### config.mk
export PLATFORM = sky130hd
export DESIGN_NAME = bash_round_ctrl
export DESIGN_NICKNAME = d
export VERILOG_FILES = /design/src/rtl/bash_round_ctrl.sv
export SDC_FILE = /design/constraint.sdc
export NUM_CORES = 1
export LEC_CHECK = 0
export BUFFER_PORTS_ARGS = -buffer_cell sky130_fd_sc_hd__buf_2
export CORE_ASPECT_RATIO = 2
export CORE_UTILIZATION = 30
export CTS_CLUSTER_DIAMETER = 30
export DETAILED_ROUTE_END_ITERATION = 8
export GPL_TIMING_DRIVEN = 0
export HOLD_SLACK_MARGIN = 0.12
export PLACE_DENSITY = 0.43
export REMOVE_ABC_BUFFERS = 1
export SLEW_MARGIN = 30
export SYNTH_ARGS = -nofsm -noshare
export SYNTH_HDL_FRONTEND = slang
export SYNTH_SLANG_ARGS = --single-unit
### constraint.sdc
create_clock -name CLOCK_50 -period 7.33 [get_ports CLOCK_50]
set_input_delay 0.3665 -clock CLOCK_50 [delete_from_list [all_inputs] [get_ports CLOCK_50]]
set_output_delay 0.3665 -clock CLOCK_50 [all_outputs]
set_load 0.02 [all_outputs]
### src/rtl/bash_round_ctrl.sv
// bash_round_ctrl: game-round controller for the whack-a-box game.
// Takes a random box number (2..5) from the box selector and lights it for a
// fixed hit window. It judges player hits, keeps score and lives, and then
// blanks the display for a gap before the next round.
//
// Ports:
//   CLOCK_50      in   system clock, rising edge
//   reset_signal  in   asynchronous active-high reset
//   start         in   pulse; starts or restarts a game (IDLE/OVER only)
//   box_valid     in   strobe; box_in carries a new random box
//   box_in        in   random box number, valid codes 2..5
//   hit_valid     in   strobe; player struck hit_box
//   hit_box       in   struck box number
//   active_box    out  box to draw, 0 = none lit
//   score         out  hits this game (saturating)
//   lives         out  remaining lives
//   hit_ok        out  one-cycle pulse on a correct hit
//   miss          out  one-cycle pulse on a wrong hit or timeout
//   game_over     out  high while in OVER
//   busy          out  high in WAIT_BOX, SHOW or GAP
module bash_round_ctrl #(
    parameter int WINDOW_CYCLES = 37500000,
    parameter int GAP_CYCLES    = 12500000,
    parameter int START_LIVES   = 3,
    parameter int SCORE_W       = 8
) (
    input  logic               CLOCK_50,
    input  logic               reset_signal,
    input  logic               start,
    input  logic               box_valid,
    input  logic [2:0]         box_in,
    input  logic               hit_valid,
    input  logic [2:0]         hit_box,
    output logic [2:0]         active_box,
    output logic [SCORE_W-1:0] score,
    output logic [1:0]         lives,
    output logic               hit_ok,
    output logic               miss,
    output logic               game_over,
    output logic               busy
);

    localparam int TMAX = (WINDOW_CYCLES > GAP_CYCLES) ? WINDOW_CYCLES : GAP_CYCLES;
    localparam int TW   = $clog2(TMAX + 1);

    typedef enum logic [2:0] {S_IDLE, S_WAIT, S_SHOW, S_GAP, S_OVER} state_t;

    state_t             r_state, w_state_n;
    logic [TW-1:0]      r_timer, w_timer_n;
    logic [2:0]         r_box, w_box_n;
    logic [SCORE_W-1:0] r_score, w_score_n;
    logic [1:0]         r_lives, w_lives_n;
    logic               w_hit_ok_n, w_miss_n;

    logic               w_box_ok, w_hit_good, w_expire;
    logic [1:0]         w_lives_dec;

    assign w_box_ok    = box_valid && (box_in >= 3'd2) && (box_in <= 3'd5);
    assign w_hit_good  = hit_valid && (hit_box == r_box);
    assign w_expire    = (r_timer == '0);
    // Lives never wrap below zero.
    assign w_lives_dec = (r_lives != 2'd0) ? r_lives - 2'd1 : 2'd0;

    // State register
    always_ff @(posedge CLOCK_50 or posedge reset_signal) begin
        if (reset_signal) r_state <= S_IDLE;
        else              r_state <= w_state_n;
    end

    // Next-state logic. A hit strobe outranks timer expiry, so a correct hit
    // landing on the last window cycle still counts as a hit.
    always_comb begin
        w_state_n = r_state;
        case (r_state)
            S_IDLE:  if (start) w_state_n = S_WAIT;
            S_WAIT:  if (w_box_ok) w_state_n = S_SHOW;
            S_SHOW: begin
                if (w_hit_good)
                    w_state_n = S_GAP;
                else if (hit_valid || w_expire)
                    w_state_n = (w_lives_dec != 2'd0) ? S_GAP : S_OVER;
            end
            S_GAP:   if (w_expire) w_state_n = S_WAIT;
            S_OVER:  if (start) w_state_n = S_WAIT;
            default: w_state_n = S_IDLE;
        endcase
    end

    // Next values of the datapath and pulse outputs
    always_comb begin
        w_timer_n  = r_timer;
        w_box_n    = r_box;
        w_score_n  = r_score;
        w_lives_n  = r_lives;
        w_hit_ok_n = 1'b0;
        w_miss_n   = 1'b0;
        case (r_state)
            S_IDLE, S_OVER: begin
                if (start) begin
                    w_score_n = '0;
                    w_lives_n = 2'(START_LIVES);
                end
            end
            S_WAIT: begin
                if (w_box_ok) begin
                    w_box_n   = box_in;
                    w_timer_n = TW'(WINDOW_CYCLES - 1);
                end
            end
            S_SHOW: begin
                if (w_hit_good) begin
                    w_hit_ok_n = 1'b1;
                    if (r_score != {SCORE_W{1'b1}})
                        w_score_n = r_score + SCORE_W'(1);
                end else if (hit_valid || w_expire) begin
                    w_miss_n  = 1'b1;
                    w_lives_n = w_lives_dec;
                end
                if (w_state_n == S_GAP)       w_timer_n = TW'(GAP_CYCLES - 1);
                else if (w_state_n == S_OVER) w_timer_n = '0;
                else                          w_timer_n = r_timer - TW'(1);
            end
            S_GAP: begin
                if (!w_expire) w_timer_n = r_timer - TW'(1);
            end
            default: ;
        endcase
    end

    // Datapath and output registers; level outputs follow the next state so
    // they change on the same edge as the state does.
    always_ff @(posedge CLOCK_50 or posedge reset_signal) begin
        if (reset_signal) begin
            r_timer    <= '0;
            r_box      <= 3'd0;
            r_score    <= '0;
            r_lives    <= 2'd0;
            active_box <= 3'd0;
            hit_ok     <= 1'b0;
            miss       <= 1'b0;
            game_over  <= 1'b0;
            busy       <= 1'b0;
        end else begin
            r_timer    <= w_timer_n;
            r_box      <= w_box_n;
            r_score    <= w_score_n;
            r_lives    <= w_lives_n;
            active_box <= (w_state_n == S_SHOW) ? w_box_n : 3'd0;
            hit_ok     <= w_hit_ok_n;
            miss       <= w_miss_n;
            game_over  <= (w_state_n == S_OVER);
            busy       <= (w_state_n == S_WAIT) || (w_state_n == S_SHOW) ||
                          (w_state_n == S_GAP);
        end
    end

    assign score = r_score;
    assign lives = r_lives;

endmodule

==> impl_metrics.tcl, run 1 <==
set metrics [dict create \
    drt_drc_violations_left 0 \
    htreeDepth 2 \
    cp_data_arrival_time_ps 3340 \
    ys_dominant_reg_cell "dfrtp_1" \
    via_count 2268 \
    drive_gt1_share_pct 16.30 \
    place_ws_ps 4156 \
    tns_ps 0 \
    tightest_slew_ps 938.0 \
    cts_made_buffers 5 \
    ys_warn_count 0 \
    utilization_pct 36.16 \
    crit_type "reg2reg" \
    ys_ff_latch 49 \
    antenna_found_initial 0 \
    crit_path_end_kind "flop" \
    setup_viol 0 \
    io_buffers 27 \
    slew_headroom_pct 37.23 \
    crit_required_ps 7520 \
    placedCellCount 410 \
    cts.clk_slew.worst_paths_ps 70 \
    first_iter_violations 52 \
    pin_count 28 \
    routed_via_density 5.413 \
    wl_per_cell_um 17.83 \
    die_height_um 136.4 \
    path_cells "nor4_1 > nand2_1 > nor4_4 > a21o_1 > a21oi_1 > o2bb2a_4" \
    die_w_um 69.21 \
    ys_seq_area_share_pct 45.24 \
    cts.path.max_buffers 2 \
    layout_commonest_cell "dfrtp_1" \
    avgSynthCellArea_um2 9.281 \
    cp_top_family "simple AND/OR/NAND/NOR gates" \
    synth_edf_count 0 \
    netlist_instances 292 \
    fmax_ghz 0.3172 \
    routabilityCongestion 0.7972 \
    syn_to_final_growth_pct 16.20 \
    final_hold_viol_count 0 \
    power_density_mw_per_mm2 378.5 \
    worstSetupStartpointType "flop" \
    dieArea_mm2 0.009441 \
    drv_slew 0 \
    cts_root_buf "clkbuf_16" \
    grtUsageTotal_pct 16.54 \
    cp_num_buf_inv 0 \
    core-area_mm2 0.008708 \
    hp-class "in2reg" \
    initial_core_util_pct 31.12 \
    antenna_cells 0 \
    max_stage_delay_ps 770 \
    ant_nets 0 \
    synth_cell_types 52 \
    grt_pass1_vias 2247 \
    final_cell_mix "49 x dfrtp_1, 34 x nor2_1, 27 x buf_2, 21 x a21oi_1, 19 x nand2_1" \
    synthesis.area_mm2 0.002710 \
    drt-total-wl_um 7469 \
    cts.sinks 49 \
    status "completed" \
    ir_drop_mv 0.1848 \
    finalNonFillerCells 419 \
    insertion_delay_ps 290 \
    critical-path-slowest-cell "nor4_1" \
    dp.final_hpwl_um 5552 \
    critPathMaxFanout 19 \
    cts_tree "done" \
    overflow 0 \
    holdWs_ps 340.3 \
    post-route-period-util_pct 43.01 \
    skew_ps 5.771 \
    post-cts-setup-buffers 0 \
    fin_ws_ps 4177 \
    ys_async_sr_fraction_pct 100.0 \
    dr.pass1.iters 4 \
    fp-row-count 48 \
    grt_max_degree 36 \
    max_cap_violations 0 \
    leakage_nw 1.406 \
    period_needed_ps 3153 \
    grt_pass1_wl_um 11960 \
    rsz0062_at_grt "false" \
    nNetsFinal 332 \
]
## registers in the layout, indices dropped and copies added, names as in the netlist, 2 cells and up
name,cells
r_timer,26
score,8
active_box,3
r_box,3
r_state,3
lives,2
## power breakdown
group / internal (mW) / total, mW / switching, mW
sequential: 0.350 / 0.432 / 0.0816
combinational: 0.175 / 0.461 / 0.286
clock: 0.195 / 0.300 / 0.105
total: 0.720 / 1.19 / 0.472
## area by class of cell
cell class | count | area, um2
Clock inverter | 3 | 65.06
Tap cell | 100 | 125.1
Timing Repair Buffer | 30 | 176.4
Inverter | 14 | 55.05
Multi-Input combinational cell | 218 | 1376
Fill cell | 874 | 5559
Clock buffer | 5 | 125.1
Sequential cell | 49 | 1226
## layer usage
layer | GRT usage (%) | routed length [um] | vias to the layer above
li1 | - | - | 1096
met1 | 16.24 | 2791 | 1115
met2 | 32.42 | 4241 | 38
met3 | 2.372 | 184 | 19
met4 | 8.957 | 251 | 0
met5 | 0 | 0 | -
## cell usage after synthesis, types with 2 or more instances
cell type | instances | area (um2)
nor3_1 | 12 | 60.06
a21oi_1 | 21 | 105.1
nor3b_1 | 4 | 30.03
a311oi_1 | 2 | 17.52
nand2_1 | 19 | 71.32
xnor2_1 | 3 | 26.28
o2bb2a_4 | 2 | 40.04
nor4_1 | 4 | 25.02
nand4_1 | 9 | 56.30
a211o_1 | 2 | 17.52
nand2b_1 | 4 | 25.02
buf_2 | 4 | 20.02
a21boi_0 | 2 | 15.01
nand3b_1 | 5 | 37.54
clkbuf_1 | 2 | 7.510
ha_1 | 3 | 37.54
or3_1 | 4 | 25.02
a21o_1 | 5 | 37.54
a31oi_1 | 4 | 25.02
o22ai_1 | 5 | 31.28
or2_2 | 3 | 18.77
o21a_1 | 12 | 90.09
mux2i_1 | 2 | 20.02
nor2_1 | 34 | 127.6
o21ai_1 | 6 | 30.03
xor2_1 | 8 | 70.07
buf_4 | 3 | 22.52
dfrtp_1 | 49 | 1226
o21ai_0 | 9 | 45.04
and3_1 | 5 | 31.28
and2_1 | 5 | 31.28
nand3_1 | 7 | 35.03
inv_1 | 14 | 52.55
## worst paths after layout
check / start / to / slack, ps / depth (start not counted)
setup / recovery: r_timer[10] / r_timer[21] / 4180 / 6
hold / removal: box_in[0] / r_box[0] / 340 / 2
setup reg to reg: r_timer[10] / r_timer[21] / 4180 / 6
hold reg to reg: r_timer[16] / r_timer[16] / 520 / 1
max in group asynchronous: reset_signal / r_timer[17] / 6340 / 4
min in group asynchronous: reset_signal / r_timer[1] / 540 / 3
## logic make-up (layout without fill, tap and decap cells)
logic type | after synthesis | in the layout | synth area share [%]
compound gates | 78 | 78 | 20.13
xor+xnor | 11 | 11 | 3.555
fa+ha+maj | 3 | 3 | 1.385
buf+inv | 25 | 52 | 4.340
flops | 49 | 49 | 45.24
mux | 3 | 3 | 1.154
simple gates | 123 | 123 | 24.19
## what timing repair did
item,4_1_cts,5_1_grt
setup endpoints to repair,0,0
resized for setup,0,0
hold buffers,1,0
hold endpoints to repair,14,0
## stage by stage
stage,area [um2],power [mW]
after CTS,3149,1.206
after global routing,3149,1.272
after detailed placement,2949,0.9039
final,3149,1.192
after floorplan,2645,0.7404
after global placement,2905,0.8884
Power figures use the tool's default switching activity.
==> run 2: changes to the inputs <==
- ABC_AREA: default -> 1
- PLACE_DENSITY: 0.43 -> 0.45
- clock period: 7.33 -> 2.65 ns (I/O delays scaled with it)
==> run 2 against run 1 <==
- count of clock-buffer cells in the layout is 2 higher
- die area is 11% higher
- core utilization is 0.65 points lower
- sequential power grew to 2.8 times the previous value
- first-iteration DRC count is 77% higher
- worst hold slack worse by 220 ps
- sequential cell count stayed put
- sequential share of layout area is 3.6 points lower
- largest power group unchanged
==> impl_metrics.tcl, run 2 <==
set metrics [dict create \
    crit_path_end_kind "flop" \
    dieArea_mm2 0.01045 \
    yosys.area_share.simple_pct 34.83 \
    tns_ps 0 \
    leakage_nw 1.646 \
    synth_mux_area_share_pct 0.3745 \
    final_cell_mix "77 x nand2_1, 49 x inv_1, 49 x dfrtp_1, 46 x nor2_1, 27 x buf_2" \
    yosysTopAreaCell "dfrtp_1" \
    rrSetupSlack_ps 320 \
    drt_drc_violations_left 0 \
    ys_ff_latch 49 \
    cts_tree "done" \
    largest_register_ffs 26 \
    initial_core_util_pct 30.80 \
    syn_to_final_growth_pct 15.31 \
    tightest_slew_ps 691.1 \
    ys_seq_area_share_pct 40.78 \
    utilization_pct 35.51 \
    final_hold_viol_count 0 \
    antenna_cells 0 \
    synth_edf_count 0 \
    grtUsageTotal_pct 17.44 \
    grt_pass1_wl_um 13390 \
    wl_per_cell_um 14.60 \
    die_height_um 143.6 \
    synth_cell_types 34 \
    layout_commonest_cell "nand2_1" \
    cts_root_buf "clkbuf_16" \
    fmax_ghz 0.4298 \
    antenna_found_initial 0 \
    seq_area_mm2 0.001226 \
    worstSetupStartpointType "flop" \
    fp-row-count 51 \
    synthesis.area_mm2 0.003007 \
    cp_data_arrival_time_ps 2490 \
    skew_ps 3.138 \
    drive_gt1_share_pct 20.62 \
    cts.clk_slew.worst_paths_ps 70 \
    routabilityCongestion 0.7795 \
    io_buffers 27 \
    yosysMostFrequentCell "nand2_1" \
    die_w_um 72.79 \
    synth_top_area_share_pct 40.78 \
    final_area_mm2 0.003467 \
    critPathMaxFanout 12 \
    post-route-period-util_pct 87.80 \
    cts_made_buffers 5 \
    cts.sinks 49 \
    status "completed" \
    rsz0062_at_grt "false" \
    routed_via_density 4.579 \
    cts_resized 0 \
    filler_cell_count 1037 \
    place_area_mm2 0.003291 \
    first_iter_violations 92 \
    cts.path.max_buffers 2 \
    nNetsFinal 430 \
    max_cap_violations 0 \
    setup_viol 0 \
    crit_required_ps 2810 \
    synth_xor_area_share_pct 5.826 \
    slew_headroom_pct 53.73 \
    hp-class "in2reg" \
    grt_pass1_vias 2705 \
    ir_drop_mv 0.4617 \
    ys_warn_count 0 \
    synth_compound_gate_area_share_pct 8.781 \
    core-area_mm2 0.009763 \
    multi_input_area_mm2 0.001541 \
    pin_count 28 \
    crit_type "reg2reg" \
    ys_dominant_reg_cell "dfrtp_1" \
    synth_top_family_by_area "simple AND/OR/NAND/NOR gates" \
    drv_slew 0 \
    synth_common_cells "77 x nand2_1, 50 x inv_1, 49 x dfrtp_1" \
    dr.pass1.iters 4 \
    htreeDepth 2 \
    overflow 0 \
    netlist_instances 381 \
    grt_max_degree 35 \
    insertion_delay_ps 290 \
    via_count 2514 \
    synthAdderAreaFrac_pct 1.248 \
    drt-total-wl_um 8016 \
    ys_top_cells_by_area "dfrtp_1 41%, nand2_1 9.6%, inv_1 6.2%" \
    dp.final_hpwl_um 6104 \
    avgSynthCellArea_um2 7.891 \
    power_density_mw_per_mm2 1017 \
    ys_async_sr_fraction_pct 100.0 \
    ant_nets 0 \
    period_needed_ps 2327 \
    regMostFlops "r_timer" \
]
## run 2: cell types whose count changed in the layout (fill, tap and decap cells not counted), sizes merged, moves of 8 or more
cell,delta
xor2,+9
nor2,+33
nand3,+16
nor3,-8
o21a,-12
inv,+41
a21oi,-10
nand2,+74
## run 2: power by group
| part | switching [mW] | internal (mW) | total, mW | leakage (nW) |
|---|---|---|---|---|
| clock network | 0.295 | 0.352 | 0.647 | 0.0641 |
| registers | 0.239 | 0.985 | 1.22 | 0.600 |
| logic | 1.13 | 0.523 | 1.66 | 0.982 |
## run 2: per-stage QoR
stage / hold slack (ps) / total power [mW] / setup WS [ps] / std cells
2_1_floorplan: 268.1 / 2.373 / 877.6 / 377
3_3_place_gp: 412.3 / 2.859 / 131.0 / 536
3_5_place_dp: 91.01 / 2.885 / 95.33 / 537
4_1_cts: 123.7 / 3.544 / 79.42 / 548
5_1_grt: 157.2 / 3.823 / 180.4 / 549
6_report: 122.3 / 3.527 / 323.4 / 549
## run 2: worst paths after layout
path | to | cells past startpoint | from
max | r_timer[24] | 12 | r_timer[0]
min | r_box[0] | 3 | box_in[0]
max reg2reg | r_timer[24] | 12 | r_timer[0]
min reg2reg | r_timer[0] | 2 | r_timer[0]
max in group asynchronous | score[2] | 4 | reset_signal
min in group asynchronous | r_timer[21] | 3 | reset_signal
## run 2: repair_timing
action | 4_1_cts | 5_1_grt
hold buffers | 3 | 0
buffers inserted | 0 | 0
endpoints found under the hold margin | 51 | 0
setup endpoints to repair | 0 | 2
## run 2: kinds of logic after synthesis
group,count (synthesis)
DFF,49
buffers and inverters,59
and+or+nand+nor,203
muxes,1
adders and majority gates,3
AOI/OAI and AO/OA,46
xor gates and xnor gates,20
## run 2: critical path, stage by stage (launching register included)
cell and delay [ps]:
dfrtp_1 360, inv_1 80, ha_1 220, inv_1 50
nor2_1 40, nand3_2 60, nor2_2 50, nand4_1 90
nand2_2 130, nor2_4 360, inv_2 210, nor3_1 440
nor2_1 100
## run 2: area by class of cell
class	count	area share [%]
clock buffer	7	3.825
sequential	49	35.37
clock inverter	1	0.2165
multi-input combinational	274	44.46
inverter	55	6.027
timing repair buffer	31	5.341
tap	132	4.764
## run 2: routing by layer
layer | global-route usage (%) | routed length (um) | vias to the layer above
met5 | 0 | 0 | -
met4 | 9.082 | 298 | 0
met3 | 1.823 | 172 | 14
met2 | 34.97 | 4741 | 44
met1 | 16.58 | 2802 | 1173
li1 | - | - | 1283
